`config.mk`:
```
export PLATFORM = sky130hd
export DESIGN_NAME = aud_dac_out
export DESIGN_NICKNAME = d
export VERILOG_FILES = /design/src/rtl/aud_dac_out_pkg.sv /design/src/rtl/aud_dac_out_sd_mod.sv /design/src/rtl/aud_dac_out.sv
export SDC_FILE = /design/constraint.sdc
export NUM_CORES = 1
export LEC_CHECK = 0
export CAP_MARGIN = 20
export CORE_UTILIZATION = 55
export CTS_BUF_LIST = sky130_fd_sc_hd__clkbuf_8
export DETAILED_ROUTE_END_ITERATION = 12
export GPL_TIMING_DRIVEN = 0
export PLACE_DENSITY = 0.94
export SLEW_MARGIN = 5
export SYNTH_ARGS = -nofsm -noshare
export SYNTH_HDL_FRONTEND = slang
export SYNTH_SLANG_ARGS = --single-unit
```
`constraint.sdc`:
```
create_clock -name clk -period 3.25 [get_ports clk]
set_input_delay 0.65 -clock clk [delete_from_list [all_inputs] [get_ports clk]]
set_output_delay 0.65 -clock clk [all_outputs]
set_load 0.005 [all_outputs]
```
`src/rtl/aud_dac_out_pkg.sv`:
```
// Shared types and helpers for the audio DAC back-end.
package aud_dac_out_pkg;

   localparam int PCM_W = 6;

   typedef enum logic {
      MODE_SD  = 1'b0,
      MODE_PWM = 1'b1
   } mode_e;

   function automatic logic [PCM_W-1:0] chan_sum(input logic [3:0] a,
                                                 input logic [3:0] b,
                                                 input logic [3:0] c,
                                                 input logic [3:0] d);
      return PCM_W'(a) + PCM_W'(b) + PCM_W'(c) + PCM_W'(d);
   endfunction

endpackage

```
`src/rtl/aud_dac_out_sd_mod.sv`:
```
// First-order sigma-delta accumulator; carry is the one-bit output before registering.
module aud_sd_mod
   import aud_dac_out_pkg::*;
#(
   parameter int ACC_W = 6
) (
   input  logic             clk,
   input  logic             rst,
   input  logic [PCM_W-1:0] pcm,
   input  logic             clear,
   output logic             carry
);

   logic [ACC_W-1:0] acc;
   logic [ACC_W:0]   sum;

   assign sum   = {1'b0, acc} + (ACC_W+1)'(pcm);
   assign carry = sum[ACC_W];

   always_ff @(negedge clk) begin
      if (rst) begin
         acc <= '0;
      end else if (clear) begin
         acc <= '0;
      end else begin
         acc <= sum[ACC_W-1:0];
      end
   end

endmodule

```
`src/rtl/aud_dac_out.sv`:
```
// Four-channel volume summer driving a one-bit DAC pin via sigma-delta or PWM.
// state    | meaning
// MODE_SD  | sigma-delta carry drives the pin, PWM counter parked at 0
// MODE_PWM | counter compare drives the pin, duty reloads only at period wrap
module aud_dac_out
   import aud_dac_out_pkg::*;
#(
   parameter int PWM_TOP = 63,
   parameter int ACC_W   = 6
) (
   input  logic             clk,
   input  logic             rst,
   input  logic             enn,
   input  logic [3:0]       AUD1,
   input  logic [3:0]       AUD2,
   input  logic [3:0]       AUD3,
   input  logic [3:0]       AUD4,
   input  logic             pwmSel,
   input  logic             mute,
   output logic [PCM_W-1:0] pcm,
   output logic             sampleStb,
   output logic             audOut
);

   localparam int CNT_W = $clog2(PWM_TOP + 1);

   mode_e            mode_q, mode_nxt;
   logic [CNT_W-1:0] cnt, cnt_nxt;
   logic [PCM_W-1:0] pwm_duty, duty_nxt;
   logic             aud_nxt;
   logic             mode_chg;
   logic             at_top;
   logic             sd_carry;

   assign mode_chg = (pwmSel != mode_q);
   assign at_top   = (cnt == CNT_W'(PWM_TOP));

   aud_sd_mod #(.ACC_W(ACC_W)) u_sd (
      .clk   (clk),
      .rst   (rst),
      .pcm   (pcm),
      .clear (mode_chg || (mode_q == MODE_PWM)),
      .carry (sd_carry)
   );

   always_ff @(negedge clk) begin
      if (rst) begin
         pcm       <= '0;
         sampleStb <= 1'b0;
      end else begin
         sampleStb <= enn;
         if (enn) begin
            pcm <= mute ? '0 : chan_sum(AUD1, AUD2, AUD3, AUD4);
         end
      end
   end

   always_comb begin
      mode_nxt = mode_e'(pwmSel);
      cnt_nxt  = cnt;
      duty_nxt = pwm_duty;
      aud_nxt  = audOut;
      if (mode_chg) begin
         cnt_nxt  = '0;
         duty_nxt = pcm;
         aud_nxt  = 1'b0;
      end else if (mode_q == MODE_PWM) begin
         cnt_nxt = at_top ? '0 : cnt + 1'b1;
         // duty uses the registered pcm, so a coincident enn lands one period later
         if (at_top) begin
            duty_nxt = pcm;
         end
         aud_nxt = (32'(cnt) < 32'(pwm_duty));
      end else begin
         cnt_nxt = '0;
         aud_nxt = sd_carry;
      end
   end

   always_ff @(negedge clk) begin
      if (rst) begin
         mode_q   <= MODE_SD;
         cnt      <= '0;
         pwm_duty <= '0;
         audOut   <= 1'b0;
      end else begin
         mode_q   <= mode_nxt;
         cnt      <= cnt_nxt;
         pwm_duty <= duty_nxt;
         audOut   <= aud_nxt;
      end
   end

endmodule

```
Word-level counts from Yosys, hierarchy flattened

Index checks and enable logic that the tools add are counted.

Add/subtract/negate cells: 5
$lt $le $gt $ge: 1
Eq/ne operators: 2
Multiplexer cells: 5
Bitwise operators: 1
Reduce and logical (&&, ||, !) cells: 7

Operators with widths:

| operator                                    | number |
|---|---|
| 2-to-1 mux 6 bit                            | 4 |
| adder 6 x 6 -> 7 bit                        | 1 |
| adder 5 x 4 -> 6 bit                        | 1 |
| adder 6 x 1 -> 6 bit, second input constant | 1 |
| adder 6 x 4 -> 6 bit                        | 1 |
| equality test 6 bit, second input constant  | 1 |
| less-than comparator 6 bit                  | 1 |
| adder 4 x 4 -> 5 bit                        | 1 |
| nonzero test 2 bit                          | 2 |
| OR reduction 2 bit                          | 2 |
| OR reduction 4 bit                          | 1 |
| AND reduction 2 bit                         | 1 |
| logical OR 1 bit                            | 1 |
| 2-to-1 mux 1 bit                            | 1 |
| inequality test 1 bit                       | 1 |
| inverter 1 bit                              | 1 |

Register bits: 27

Longest topological paths before layout

Depth after elaboration: 4
Depth in mapped cells: 11
Depth with buffers taken out: 11

Hierarchy

From an unflattened synthesis, not the netlist that was laid out.

Cell total of the unflattened synthesis: 189
Area total of the unflattened synthesis: 1,702.9 um^2

By module, submodules not included:

| module      | instances | cells each | area an instance (um^2) | sequential area each (um^2) |
|---|---|---|---|---|
| aud_dac_out | 1         | 143        | 1,280.0                 | 420.4 |
| aud_sd_mod  | 1         | 46         | 422.9                   | 120.1 |

==> impl_table.tex <==
\begin{tabular}{lr}
\hline
Metric & Value \\
\hline
\multicolumn{2}{l}{\textbf{Run status}} \\
\quad Run status & finished, violations left \\
\quad Violated checks & setup timing \\
\multicolumn{2}{l}{\textbf{Floorplanning}} \\
\quad Horiz. Die Dim & 58.4 µm \\
\quad Floorplan core area & 0.00303 mm² \\
\quad DIE HEIGHT & 58.4 µm \\
\quad FP Rows & 20 \\
\quad Num ports & 29 \\
\quad Initial Util & 57.8\% \\
\quad Full die area & 0.00341 mm² \\
\multicolumn{2}{l}{\textbf{Min path}} \\
\quad Worst min-delay path startpoint & pwm\_duty[2] \\
\quad Min-delay worst type & reg -> reg \\
\multicolumn{2}{l}{\textbf{Placed design}} \\
\quad Post-DP HPWL & 2640 µm \\
\quad Number of buffers added on ports & 28 \\
\quad Routability congestion estimate & 0.759 \\
\quad DP Area & 0.00214 mm² \\
\multicolumn{2}{l}{\textbf{Power}} \\
\quad Share of total power in sequential cells & 34.5\% \\
\quad P\_int & 691 µW \\
\quad VDD IR-drop max & 0.384 mV \\
\quad Logic gate share of total power & 25.1\% \\
\quad Sw Share & 34.3\% \\
\quad Total power density per cell area & 448 mW/mm² \\
\quad Part of the total power dissipated in the clock network & 40.3\% \\
\quad Net switching component of the power & 361 µW \\
\quad Leak & 0.00113 µW \\
\multicolumn{2}{l}{\textbf{Logic synthesis}} \\
\quad Count of warnings emitted by yosys & 0 \\
\quad Number of enable-type register cells in the synthesized netlist & 0 \\
\quad Post-synthesis sequential area ratio & 30.9\% \\
\quad Top cell type by total area after synthesis & sky130\_fd\_sc\_hd\_\_dfxtp\_1 \\
\quad Average cell area after synthesis & 9.16 µm² \\
\quad Main flop type after synthesis & sky130\_fd\_sc\_hd\_\_dfxtp\_1 \\
\quad Async S/R FF share, synth & 0\% \\
\quad Synth Register Bits & 27 \\
\quad Top cells by area, synth & sky130\_fd\_sc\_hd\_\_dfxtp\_1 (31\%), sky130\_fd\_sc\_hd\_\_ha\_1 (13\%), sky130\_fd\_sc\_hd\_\_fa\_1 (10\%) \\
\quad Post-synthesis instance area & 0.00175 mm² \\
\quad Mapped Nets & 239 \\
\quad Post-synthesis cell type count & 38 \\
\quad Post-synthesis instance total & 191 \\
\quad Share of the synthesized area in the top cell type & 30.9\% \\
\multicolumn{2}{l}{\textbf{Timing}} \\
\quad Post-route worst hold slack & 474 ps \\
\quad Endpoints failing hold & 0 \\
\quad Max-slew violation count & 0 \\
\quad Unrepaired setup endpoints after global routing & true \\
\quad Fin Setup TNS & -4240 ps \\
\quad Worst Max-Slew Pin Slew & 414 ps \\
\quad Setup Skew & 34.8 ps \\
\quad Final worst-path setup slack & -917 ps \\
\quad Worst rel slew slack & 72.3\% \\
\quad Final number of setup-violating endpoints & 6 \\
\multicolumn{2}{l}{\textbf{Final layout}} \\
\quad Layout Area Growth over Synthesis & 34.0\% \\
\quad Share of final-layout standard cells stronger than drive strength 1 & 18.3\% \\
\quad Filler Cell Count & 192 \\
\quad Final cell area excluding filler cells & 0.00235 mm² \\
\quad \# nets final & 300 \\
\quad Antenna diode count & 0 \\
\quad Multi-input logic area & 0.00111 mm² \\
\quad Area of all sequential standard cells & 557 µm² \\
\quad Utilization of the core after routing & 77.5\% \\
\multicolumn{2}{l}{\textbf{Drt}} \\
\quad Via count & 1,551 \\
\quad Via density per instance & 5.26 \\
\quad Post-detailed-routing wire length & 4370 µm \\
\quad DRT iter0 DRCs & 85 \\
\quad Amount of wire on met2 after detailed routing & 2340 µm \\
\quad Met3 wire length & 205 µm \\
\quad Average wire length per cell after detail routing & 14.8 µm \\
\quad Antenna-violating nets left & 0 \\
\quad DRC errors left & 0 \\
\quad Wl on met1 & 1770 µm \\
\quad Drt first pass iters & 4 \\
\quad Top layer reached by signal wires & met4 \\
\multicolumn{2}{l}{\textbf{Clock tree}} \\
\quad Clk\_lat worst skew & 380 ps \\
\quad CTS clk-pin slew, worst paths & 60 ps \\
\quad Post-CTS Hold Fix Bufs & 0 \\
\quad Clk Tree Root Cell & sky130\_fd\_sc\_hd\_\_clkbuf\_8 \\
\quad \# H-tree levels & 1 \\
\quad CTS buffer count & 3 \\
\quad TritonCTS clock tree & yes \\
\quad Clock Path Buffers & 2 \\
\quad CTS Sinks & 27 \\
\multicolumn{2}{l}{\textbf{Critical path}} \\
\quad CP arrival & 2790 ps \\
\quad Crit path max fanout & 2 \\
\quad Category of the most critical setup path & in -> reg \\
\quad Startpoint class of the critical path & input port \\
\quad Kind of end point of the critical path & flip-flop \\
\quad Worst setup path startpoint & AUD1[2] \\
\quad CP Data Required Time & 1880 ps \\
\quad Worst reg2reg path startpoint & pcm[0] \\
\multicolumn{2}{l}{\textbf{Flow run}} \\
\quad Count of maximum capacitance violations & 0 \\
\multicolumn{2}{l}{\textbf{GRT}} \\
\quad Vias in the first global route & 1,595 \\
\quad Antenna violations before repair & 0 \\
\quad Wire length of the first global-routing pass & 6710 µm \\
\quad Pin count of the biggest net entering global routing & 20 \\
\quad Residual overflow from global routing & 0 \\
\quad Combined global-route utilization of all metal layers & 25.9\% \\
\hline
\end{tabular}
## final timing paths
kind	cells after the start	endpoint	slack (ps)
setup / recovery	10	pcm[3]	-920
hold / removal	2	pwm_duty[2]	470
setup reg to reg	7	audOut	1420
hold reg to reg	2	pwm_duty[2]	470
## final cells by class
type | count | area share (%)
well taps | 44 | 2.35
clock buffers | 3 | 1.76
inverters | 39 | 7.20
clock inverters | 28 | 5.60
repair buffers | 31 | 11.6
multi-input cells | 121 | 47.2
plain buffers | 2 | 0.533
flip-flops and latches | 27 | 23.7
## logic make-up (layout without fill, tap and decap cells)
logic type,after synthesis,in the layout,share of synthesized area [%]
muxes,6,6,3.43
xor gates and xnor gates,5,5,2.50
and+or+nand+nor,55,55,17.6
DFF,27,27,30.9
buffers and inverters,43,103,9.43
AOI/OAI and AO/OA,28,28,13.0
adders and majority gates,27,27,23.2
## stage by stage
stage,total power (µW),setup slack [ps],std cells
final,1050,-917,295
after detailed placement,656,-1710,263
after CTS,1030,-1020,294
after floorplan,577,-1060,191
after global routing,1130,-960,295
after global placement,646,-1690,263
## Yosys cell counts, types with 2 or more instances
cell type,instances
sky130_fd_sc_hd__inv_1,40
sky130_fd_sc_hd__dfxtp_1,27
sky130_fd_sc_hd__ha_1,18
sky130_fd_sc_hd__nor2_1,18
sky130_fd_sc_hd__nand2b_1,13
sky130_fd_sc_hd__fa_1,9
sky130_fd_sc_hd__a21oi_1,8
sky130_fd_sc_hd__mux2i_1,6
sky130_fd_sc_hd__nor3_1,5
sky130_fd_sc_hd__o21ai_0,4
sky130_fd_sc_hd__a22oi_1,3
sky130_fd_sc_hd__buf_2,3
sky130_fd_sc_hd__nand2_1,3
sky130_fd_sc_hd__nand3_1,3
sky130_fd_sc_hd__nor2b_1,3
sky130_fd_sc_hd__xnor2_1,3
sky130_fd_sc_hd__a21o_1,2
sky130_fd_sc_hd__nor3b_1,2
sky130_fd_sc_hd__xor2_1,2
## layout by cell type, fill, tap and decap left out, types with 2 or more instances in the layout
| cell | count |
|---|---|
| sky130_fd_sc_hd__inv_1 | 57 |
| sky130_fd_sc_hd__dfxtp_1 | 22 |
| sky130_fd_sc_hd__nor2_1 | 18 |
| sky130_fd_sc_hd__ha_1 | 15 |
| sky130_fd_sc_hd__nand2b_1 | 13 |
| sky130_fd_sc_hd__dlygate4sd2_1 | 9 |
| sky130_fd_sc_hd__a21oi_1 | 7 |
| sky130_fd_sc_hd__fa_1 | 7 |
| sky130_fd_sc_hd__clkdlybuf4s50_1 | 7 |
| sky130_fd_sc_hd__mux2i_1 | 6 |
| sky130_fd_sc_hd__inv_2 | 6 |
| sky130_fd_sc_hd__clkdlybuf4s15_1 | 5 |
| sky130_fd_sc_hd__buf_2 | 4 |
| sky130_fd_sc_hd__o21ai_0 | 4 |
| sky130_fd_sc_hd__nor3_1 | 4 |
| sky130_fd_sc_hd__dfxtp_4 | 4 |
| sky130_fd_sc_hd__nand2_1 | 3 |
| sky130_fd_sc_hd__buf_4 | 3 |
| sky130_fd_sc_hd__nand3_1 | 3 |
| sky130_fd_sc_hd__nor2b_1 | 3 |
| sky130_fd_sc_hd__xnor2_1 | 3 |
| sky130_fd_sc_hd__a22oi_1 | 3 |
| sky130_fd_sc_hd__ha_4 | 3 |
| sky130_fd_sc_hd__clkbuf_8 | 3 |
| sky130_fd_sc_hd__buf_6 | 3 |
| sky130_fd_sc_hd__nor3b_1 | 2 |
| sky130_fd_sc_hd__xor2_1 | 2 |
| sky130_fd_sc_hd__a21o_1 | 2 |
| sky130_fd_sc_hd__fa_2 | 2 |
| sky130_fd_sc_hd__clkbuf_2 | 2 |
## metal layers
layer | up-vias | GRT usage, %
li1 | 743 | -
met1 | 753 | 29.1
met2 | 49 | 47.0
met3 | 6 | 7.47
met4 | 0 | 8.84
met5 | - | 0
## power by group through the flow
stage	Sequential, µW	Clock [µW]	Combinational, µW
3_5_place_dp	367	52.7	237
5_1_grt	363	472	291
3_3_place_gp	366	52.7	227
2_1_floorplan	363	52.7	161
4_1_cts	363	413	253
6_report	363	424	264
## worst max-delay path, cell delays in order
cell and delay (ps):
sky130_fd_sc_hd__clkbuf_2 80, sky130_fd_sc_hd__inv_2 30, sky130_fd_sc_hd__fa_1 550, sky130_fd_sc_hd__fa_1 450, sky130_fd_sc_hd__buf_6 140, sky130_fd_sc_hd__fa_2 390
sky130_fd_sc_hd__xor2_1 150, sky130_fd_sc_hd__nor3_1 70, sky130_fd_sc_hd__a21oi_1 200, sky130_fd_sc_hd__nor2_1 70
## registers in the layout (all words and copies together) (netlist names)
name,count
mode_q,1
audOut,1
cnt,6
pwm_duty,6
sampleStb,1
u_sd.acc,6
pcm,6
## repair_timing
action,CTS,global route
endpoints found under the hold margin,0,0
gates resized for setup,56,9
pin swaps,14,11
buffers inserted,2,1
setup endpoints to repair,28,10
Power figures use the tool's default switching activity.
